--- config.mk ---
export PLATFORM = sky130hd
export DESIGN_NAME = mips_mem_port_arbiter
export DESIGN_NICKNAME = d
export VERILOG_FILES = /design/src/rtl/mips_mem_port_arbiter.sv
export SDC_FILE = /design/constraint.sdc
export NUM_CORES = 1
export LEC_CHECK = 0
export ABC_CLOCK_PERIOD_IN_PS = 2550
export BUFFER_PORTS_ARGS = -buffer_cell sky130_fd_sc_hd__buf_2
export CAP_MARGIN = 40
export CORE_MARGIN = 2
export CORE_UTILIZATION = 26
export CTS_CLUSTER_SIZE = 28
export DETAILED_ROUTE_END_ITERATION = 8
export REMOVE_ABC_BUFFERS = 1
export SLEW_MARGIN = 20
export SYNTH_ARGS = -nofsm -noshare
export SYNTH_HDL_FRONTEND = slang
export SYNTH_SLANG_ARGS = --single-unit
--- constraint.sdc ---
create_clock -name clock -period 2.55 [get_ports clock]
set_input_delay 0.1275 -clock clock [delete_from_list [all_inputs] [get_ports clock]]
set_output_delay 0.1275 -clock clock [all_outputs]
set_load 0.01 [all_outputs]
--- src/rtl/mips_mem_port_arbiter.sv ---
// mips_mem_port_arbiter: shares the single data-memory port between the MEM stage and the debug port.
// Define MIPS_MEM_ARB_FWD_EN to serve pipe reads that hit the last-write entry without a memory access.
module mips_mem_port_arbiter #(
    parameter int ADDR_W     = 6,
    parameter int DATA_W     = 32,
    parameter int STARVE_MAX = 4,
    parameter int TIMEOUT    = 16
) (
    input  logic              clock,
    input  logic              reset,
    input  logic              pipeReq,
    input  logic              pipeWe,
    input  logic [ADDR_W-1:0] pipeAddr,
    input  logic [DATA_W-1:0] pipeWData,
    output logic              pipeAck,
    output logic [DATA_W-1:0] pipeRData,
    output logic              pipeErr,
    output logic              pipeStall,
    input  logic              dbgReq,
    input  logic              dbgWe,
    input  logic [ADDR_W-1:0] dbgAddr,
    input  logic [DATA_W-1:0] dbgWData,
    output logic              dbgAck,
    output logic [DATA_W-1:0] dbgRData,
    output logic              dbgErr,
    output logic              memReq,
    output logic              memWe,
    output logic [ADDR_W-1:0] memAddr,
    output logic [DATA_W-1:0] memWData,
    input  logic              memAck,
    input  logic [DATA_W-1:0] memRData
);
    localparam int STARVE_W = $clog2(STARVE_MAX + 1);
    localparam int CNT_W    = (TIMEOUT > 1) ? $clog2(TIMEOUT + 1) : 1;
    localparam int TO_LAST  = (TIMEOUT > 0) ? TIMEOUT - 1 : 0;

    typedef enum logic [1:0] {IDLE, BUSY_PIPE, BUSY_DBG} state_t;

    state_t              state;
    logic [STARVE_W-1:0] starve;
    logic [CNT_W-1:0]    busy_cnt;
    logic                pipe_elig;
    logic                dbg_elig;
    logic                starved;
    logic                grant_dbg;
    logic                grant_pipe;
    logic                timeout_hit;
    logic                fwd_hit;
    logic                fwd_valid;
    logic [ADDR_W-1:0]   fwd_addr;
    logic [DATA_W-1:0]   fwd_data;

    // A requester whose ack is showing still holds its finished request, so it is not eligible.
    assign pipe_elig   = pipeReq & ~pipeAck;
    assign dbg_elig    = dbgReq & ~dbgAck;
    assign starved     = (starve == STARVE_W'(STARVE_MAX));
    assign grant_dbg   = (state == IDLE) & dbg_elig & (starved | ~pipe_elig);
    assign grant_pipe  = (state == IDLE) & pipe_elig & ~grant_dbg;
    assign timeout_hit = (TIMEOUT != 0) && (busy_cnt == CNT_W'(TO_LAST));
    assign fwd_hit     = fwd_valid & ~pipeWe & (pipeAddr == fwd_addr);
    assign pipeStall   = pipeReq & ~pipeAck;

    always_ff @(posedge clock or negedge reset) begin
        if (!reset) begin
            starve <= '0;
        end else if (!dbgReq || grant_dbg) begin
            starve <= '0;
        end else if (dbg_elig && (state != BUSY_DBG) && !starved) begin
            starve <= starve + STARVE_W'(1);
        end
    end

`ifdef MIPS_MEM_ARB_FWD_EN
    // Only writes that memory acknowledged refresh the entry; aborted writes leave it alone.
    always_ff @(posedge clock or negedge reset) begin
        if (!reset) begin
            fwd_valid <= 1'b0;
            fwd_addr  <= '0;
            fwd_data  <= '0;
        end else if ((state != IDLE) && memAck && memWe) begin
            fwd_valid <= 1'b1;
            fwd_addr  <= memAddr;
            fwd_data  <= memWData;
        end
    end
`else
    assign fwd_valid = 1'b0;
    assign fwd_addr  = '0;
    assign fwd_data  = '0;
`endif

    always_ff @(posedge clock or negedge reset) begin
        if (!reset) begin
            state     <= IDLE;
            busy_cnt  <= '0;
            memReq    <= 1'b0;
            memWe     <= 1'b0;
            memAddr   <= '0;
            memWData  <= '0;
            pipeAck   <= 1'b0;
            pipeErr   <= 1'b0;
            pipeRData <= '0;
            dbgAck    <= 1'b0;
            dbgErr    <= 1'b0;
            dbgRData  <= '0;
        end else begin
            pipeAck   <= 1'b0;
            pipeErr   <= 1'b0;
            pipeRData <= '0;
            dbgAck    <= 1'b0;
            dbgErr    <= 1'b0;
            dbgRData  <= '0;
            case (state)
                IDLE: begin
                    busy_cnt <= '0;
                    if (grant_dbg) begin
                        memReq   <= 1'b1;
                        memWe    <= dbgWe;
                        memAddr  <= dbgAddr;
                        memWData <= dbgWData;
                        state    <= BUSY_DBG;
                    end else if (grant_pipe && fwd_hit) begin
                        pipeAck   <= 1'b1;
                        pipeRData <= fwd_data;
                    end else if (grant_pipe) begin
                        memReq   <= 1'b1;
                        memWe    <= pipeWe;
                        memAddr  <= pipeAddr;
                        memWData <= pipeWData;
                        state    <= BUSY_PIPE;
                    end
                end
                BUSY_PIPE, BUSY_DBG: begin
                    // memAck outranks a simultaneous timeout, so err is simply the absence of memAck.
                    if (memAck || timeout_hit) begin
                        memReq <= 1'b0;
                        state  <= IDLE;
                        if (state == BUSY_PIPE) begin
                            pipeAck   <= 1'b1;
                            pipeErr   <= ~memAck;
                            pipeRData <= (memAck && !memWe) ? memRData : '0;
                        end else begin
                            dbgAck   <= 1'b1;
                            dbgErr   <= ~memAck;
                            dbgRData <= (memAck && !memWe) ? memRData : '0;
                        end
                    end else begin
                        busy_cnt <= busy_cnt + CNT_W'(1);
                    end
                end
                default: state <= IDLE;
            endcase
        end
    end
endmodule
Yosys cells after proc, flatten, opt, wreduce, memory -nomap -nowiden
Cells that the tools add are included.

Register bits after elaboration: 118. Output and inout port bits: 109. Word-level logic and storage cells: 89.

Add/sub/neg operators: 2. Eq/ne operators: 8. Multiplexer cells: 37. Bitwise gates (word level): 12. Reductions and logical operators: 17.

Operator list (count): 2-to-1 mux 32 bit (9); 2-to-1 mux 1 bit (17); 2-to-1 mux 6 bit (2); case mux 5 bit (2 select lines) (1); bitwise AND 1 bit (6); 2-to-1 mux 2 bit (3); 2-to-1 mux 3 bit (2); inequality test 2 bit (second input constant) (3); AND reduction 2 bit (3); nonzero test 2 bit (3); adder 5 x 1 -> 5 bit (second input constant) (1); equality test 5 x 4 -> 1 bit (second input constant) (1); 2-to-1 mux 5 bit (1); inverter 1 bit (5); case mux 2 bit (2 select lines) (1); adder 3 x 1 -> 3 bit (second input constant) (1); equality test 3 bit (second input constant) (1); logical AND 1 bit (3); logical NOT 1 bit (3); inequality test 3 bit (second input constant) (1); AND reduction 3 bit (1); equality test 2 x 1 -> 1 bit (second input constant) (1); equality test 2 bit (second input constant) (1); logical NOT 2 bit (1); other kinds (4) (5).

Longest topological paths before layout
Depth after elaboration: 10. Mapped depth: 8. Mapped depth without buffers: 7.

Least setup slack after synthesis
OpenSTA, ideal clock, no wires.

Path kind: reg2reg. Start: register busy_cnt[0]. End: register busy_cnt[2]. Library setup time: 64 ps. Arrival: 1864 ps. Required time: 2486 ps. Path slack: 622 ps. Cell stages (with the launch flop): 8. Path buffers: 1. Cell sequence: dfrtp_1 ha_1 and3_1 ha_1 or3b_2 buf_2 nor3b_1 a21o_1.

Word-level cells in the longest chain between the ends: 4. Elaborated cells between the ends (all ways): 7. Those cells by class: 1 x add/sub; 2 x eq/ne; 2 x mux; 2 x reduce/logical.

RTL lines: start, declared (RTL line 41) `logic [CNT_W-1:0] busy_cnt;`; start signal, assigned (RTL line 148) `busy_cnt <= busy_cnt + CNT_W'(1);`; branches (longest 4 deep; another with adder 5 x 1 -> 5 bit).

Parallel ways; which one is timed is not known. The select of a mux whose other input is x is not followed. A chain may end at the register's enable or synchronous reset.

Worst setup path in the final report
Start: register busy_cnt[0]. End: register dbgRData[24].

Word-level cells in the longest chain between the ends: 4.

RTL lines: equality test 5 x 4 -> 1 bit (RTL line 59) `assign timeout_hit = (TIMEOUT != 0) && (busy_cnt == CNT_W'(TO_LAST));`; logical OR 1 bit (RTL line 135) `if (memAck || timeout_hit) begin`; 2-to-1 mux 32 bit (RTL line 135); 2-to-1 mux 32 bit (RTL line 113) `case (state)`; end signal, assigned (RTL line 145) `dbgRData <= (memAck && !memWe) ? memRData : '0;`; end, declared (RTL line 24) `output logic [DATA_W-1:0] dbgRData,`.

Every way passes these cells.

==> results.md <==
- Status: finished, final reports clean
- Mapped Avg Cell Area: 11.9 um^2
- Starting Density: 0.268
- # IOs: 224
- Final Skew: 11.5 ps
- Post-route setup TNS: 0 ps
- Total track usage: 0.133
- Total CTS buffers: 17
- RSZ-0062 raised after global routing: false
- Average routed wire per standard cell: 14.4 um
- Number of cell rows: 48
- PortBufs: 223
- Synth area leaders: dfrtp_1 (63%), and3_1 (8.8%), mux2i_1 (8.6%)
- Worst-Margin Slew: 715 ps
- Fin area: 6830 um^2
- Max FO, Critical Path: 32
- Slowest CP cell: o21ai_0
- Reg clk slew, reported paths: 50 ps
- Placed Area: 5980 um^2
- CP Cell Sequence: ha_1 > and3_1 > ha_1 > o21ai_0 > nor2_2 > buf_4 > and3_1
- Pwr Total: 6.69 mW
- CP endpoint kind: flip-flop
- DRC violations left: 0
- Hold Vio Cnt, Final: 0
- Final #Nets: 768
- Clk_lat worst skew: 410 ps
- Critical path type: flip-flop to flip-flop
- Initial DRC Count: 107
- Max-slew violations: 0
- Pwr dens: 978 nW/um^2
- Chip width: 138 um
- R2r startpoint: busy_cnt[0]
- Vias per inst: 4.31
- Maximum single-stage delay on the critical path: 460 ps
- Total of fill cells in the finished design: 1698
- Drt pass-1 iters: 4
- Worst vdd ir: 0.419 mV
- Seq/Total Area, Yosys: 0.633
- HP Start: dbgReq
- Global placement routability congestion: 0.725
- Req. time, crit path: 2840 ps
- Max Buffers Root-to-Sink: 2
- Congestion Overflow GR: 0
- Area share of the largest cell type after synthesis: 0.633
- Commonest cells post-synth: dfrtp_1 (118), and3_1 (66), nor2_1 (45)
- H-tree levels: 4
- Largest net degree at the start of global routing: 71
- Detailed Place HPWL: 8760 um
- Area Growth Syn to Fin: 46.4%
- Clk sinks: 118
- Post-synthesis cell count: 391
- Worst path buffer plus inverter count: 1
- Critical path origin: busy_cnt[0]
- Count leader, synth: dfrtp_1
- Crit path max-delay family: simple AND/OR/NAND/NOR gates
- Synth area leader: dfrtp_1
- Initial antenna violation count: 1
- Max frequency: 473 MHz
- Hold crit path type: input pin to flip-flop
- Die Area: 19000 um^2
- Post-Route WL: 12700 um
- Tcrit/Tclk final: 0.829
- Post-Place Worst Slack: 421 ps
- Vias in the first global route: 3725
- Root Buffer Master: clkbuf_16
- Setup WS post-layout: 435 ps
- Setup violations, final: 0
- Ratio of cells with drive above 1 in the final layout: 0.402
- Worst path arrival time: 2400 ps
- Yosys reg bits: 118
- Max cap viols: 0
- Post-route ant nets: 0
- Post-synth top flop: dfrtp_1
- TritonCTS clock tree: yes
- First-pass GRT wire length: 18900 um
- Post-synth EDFFs: 0
- Die outline height: 138 um
- Pleak: 4.00 nW
- Syn. warnings: 0
- Post-synthesis cell area: 4670 um^2
- Core outline area: 17400 um^2
- Async SR Flop Fraction: 1.00
- Via Count: 3812
- Rel. slew slack: 0.523
- Post-layout min period: 2110 ps
- Distinct cells, synth: 28
- CP Launch Type: flip-flop
[tightest hold or removal path: stages]
cell	delay (ps)
buf_2	110
nand2_1	100
nor2_1	60
[path summary, 6_finish.rpt]
| kind | slack (ps) | cells after the start | endpoint |
|---|---|---|---|
| max in group asynchronous | 1500 | 3 | dbgRData[9] |
| min reg2reg | 500 | 1 | busy_cnt[3] |
| min in group asynchronous | 320 | 2 | memAddr[1] |
| min | 30 | 3 | starve[0] |
| max reg2reg | 440 | 7 | dbgRData[24] |
| max | 440 | 7 | dbgRData[24] |
[metal layers]
layer  share of wire  routed length, um  vias up  GRT usage
met1            0.41               5220     1754      0.156
met5               0                  0        -          0
met4           0.015                188        0     0.0516
li1                -                  -     1855          -
met3            0.12               1540       13     0.0629
met2            0.45               5770      190      0.212
[through the flow]
step                      hold WS [ps]  std cells   util
final                             25.6        885  0.392
after global routing              9.91        885  0.392
after CTS                        0.506        884  0.392
after detailed placement           234        818  0.343
after global placement             235        818  0.343
after floorplan                   -168        363      -
[logic make-up after synthesis]
family | synth area share
XOR/XNOR | 0.00375
AO/OA/AOI/OAI | 0.0630
multiplexers | 0.0858
adder cells (fa/ha/maj) | 0.0188
buffers and inverters | 0.0469
AND/OR/NAND/NOR | 0.149
flip-flops | 0.633
[power by group]
part | total [mW] | switching, mW | leakage [nW] | internal (mW)
Sequential | 2.51 | 0.212 | 1.52 | 2.30
Clock | 2.07 | 0.821 | 0.249 | 1.25
Combinational | 2.10 | 1.25 | 2.23 | 0.849
Total | 6.69 | 2.29 | 4.00 | 4.40
[final cells by class]
class / count / area, um^2 / share of cell area
sequential: 118 / 2950 / 0.432
timing repair buffer: 264 / 1540 / 0.225
multi-input combinational: 235 / 1510 / 0.221
clock buffer: 22 / 454 / 0.0665
tap: 225 / 282 / 0.0412
clock inverter: 10 / 57.6 / 0.00842
inverter: 10 / 37.5 / 0.00549
antenna: 1 / 2.50 / 0.000366
[state kept, by name (all words and copies together) (netlist names)]
register   count
busy_cnt       5
dbgAck         1
dbgErr         1
dbgRData      32
memAddr        6
memReq         1
memWData      32
memWe          1
pipeAck        1
pipeErr        1
pipeRData     32
starve         3
state          2
[repair_timing]
item | CTS | global route
hold buffers | 34 | 0
buffers inserted | 0 | 0
endpoints found under the hold margin | 119 | 0
gates resized for setup | 0 | 0
[cell usage in the layout, fill, tap and decap left out, drive strengths merged, types with 2 or more instances in the layout]
cell / count
nand3: 6
clkinvlp: 3
clkinv: 7
nor3b: 2
inv: 10
buf: 230
a21oi: 42
nand2: 5
nor3: 2
a21o: 2
clkbuf: 22
mux2i: 40
o21ai: 7
nor2: 45
ha: 7
dlygate4sd3: 34
and3: 66
dfrtp: 118
nor2b: 3
No activity file was read; power rests on OpenSTA's default activity.
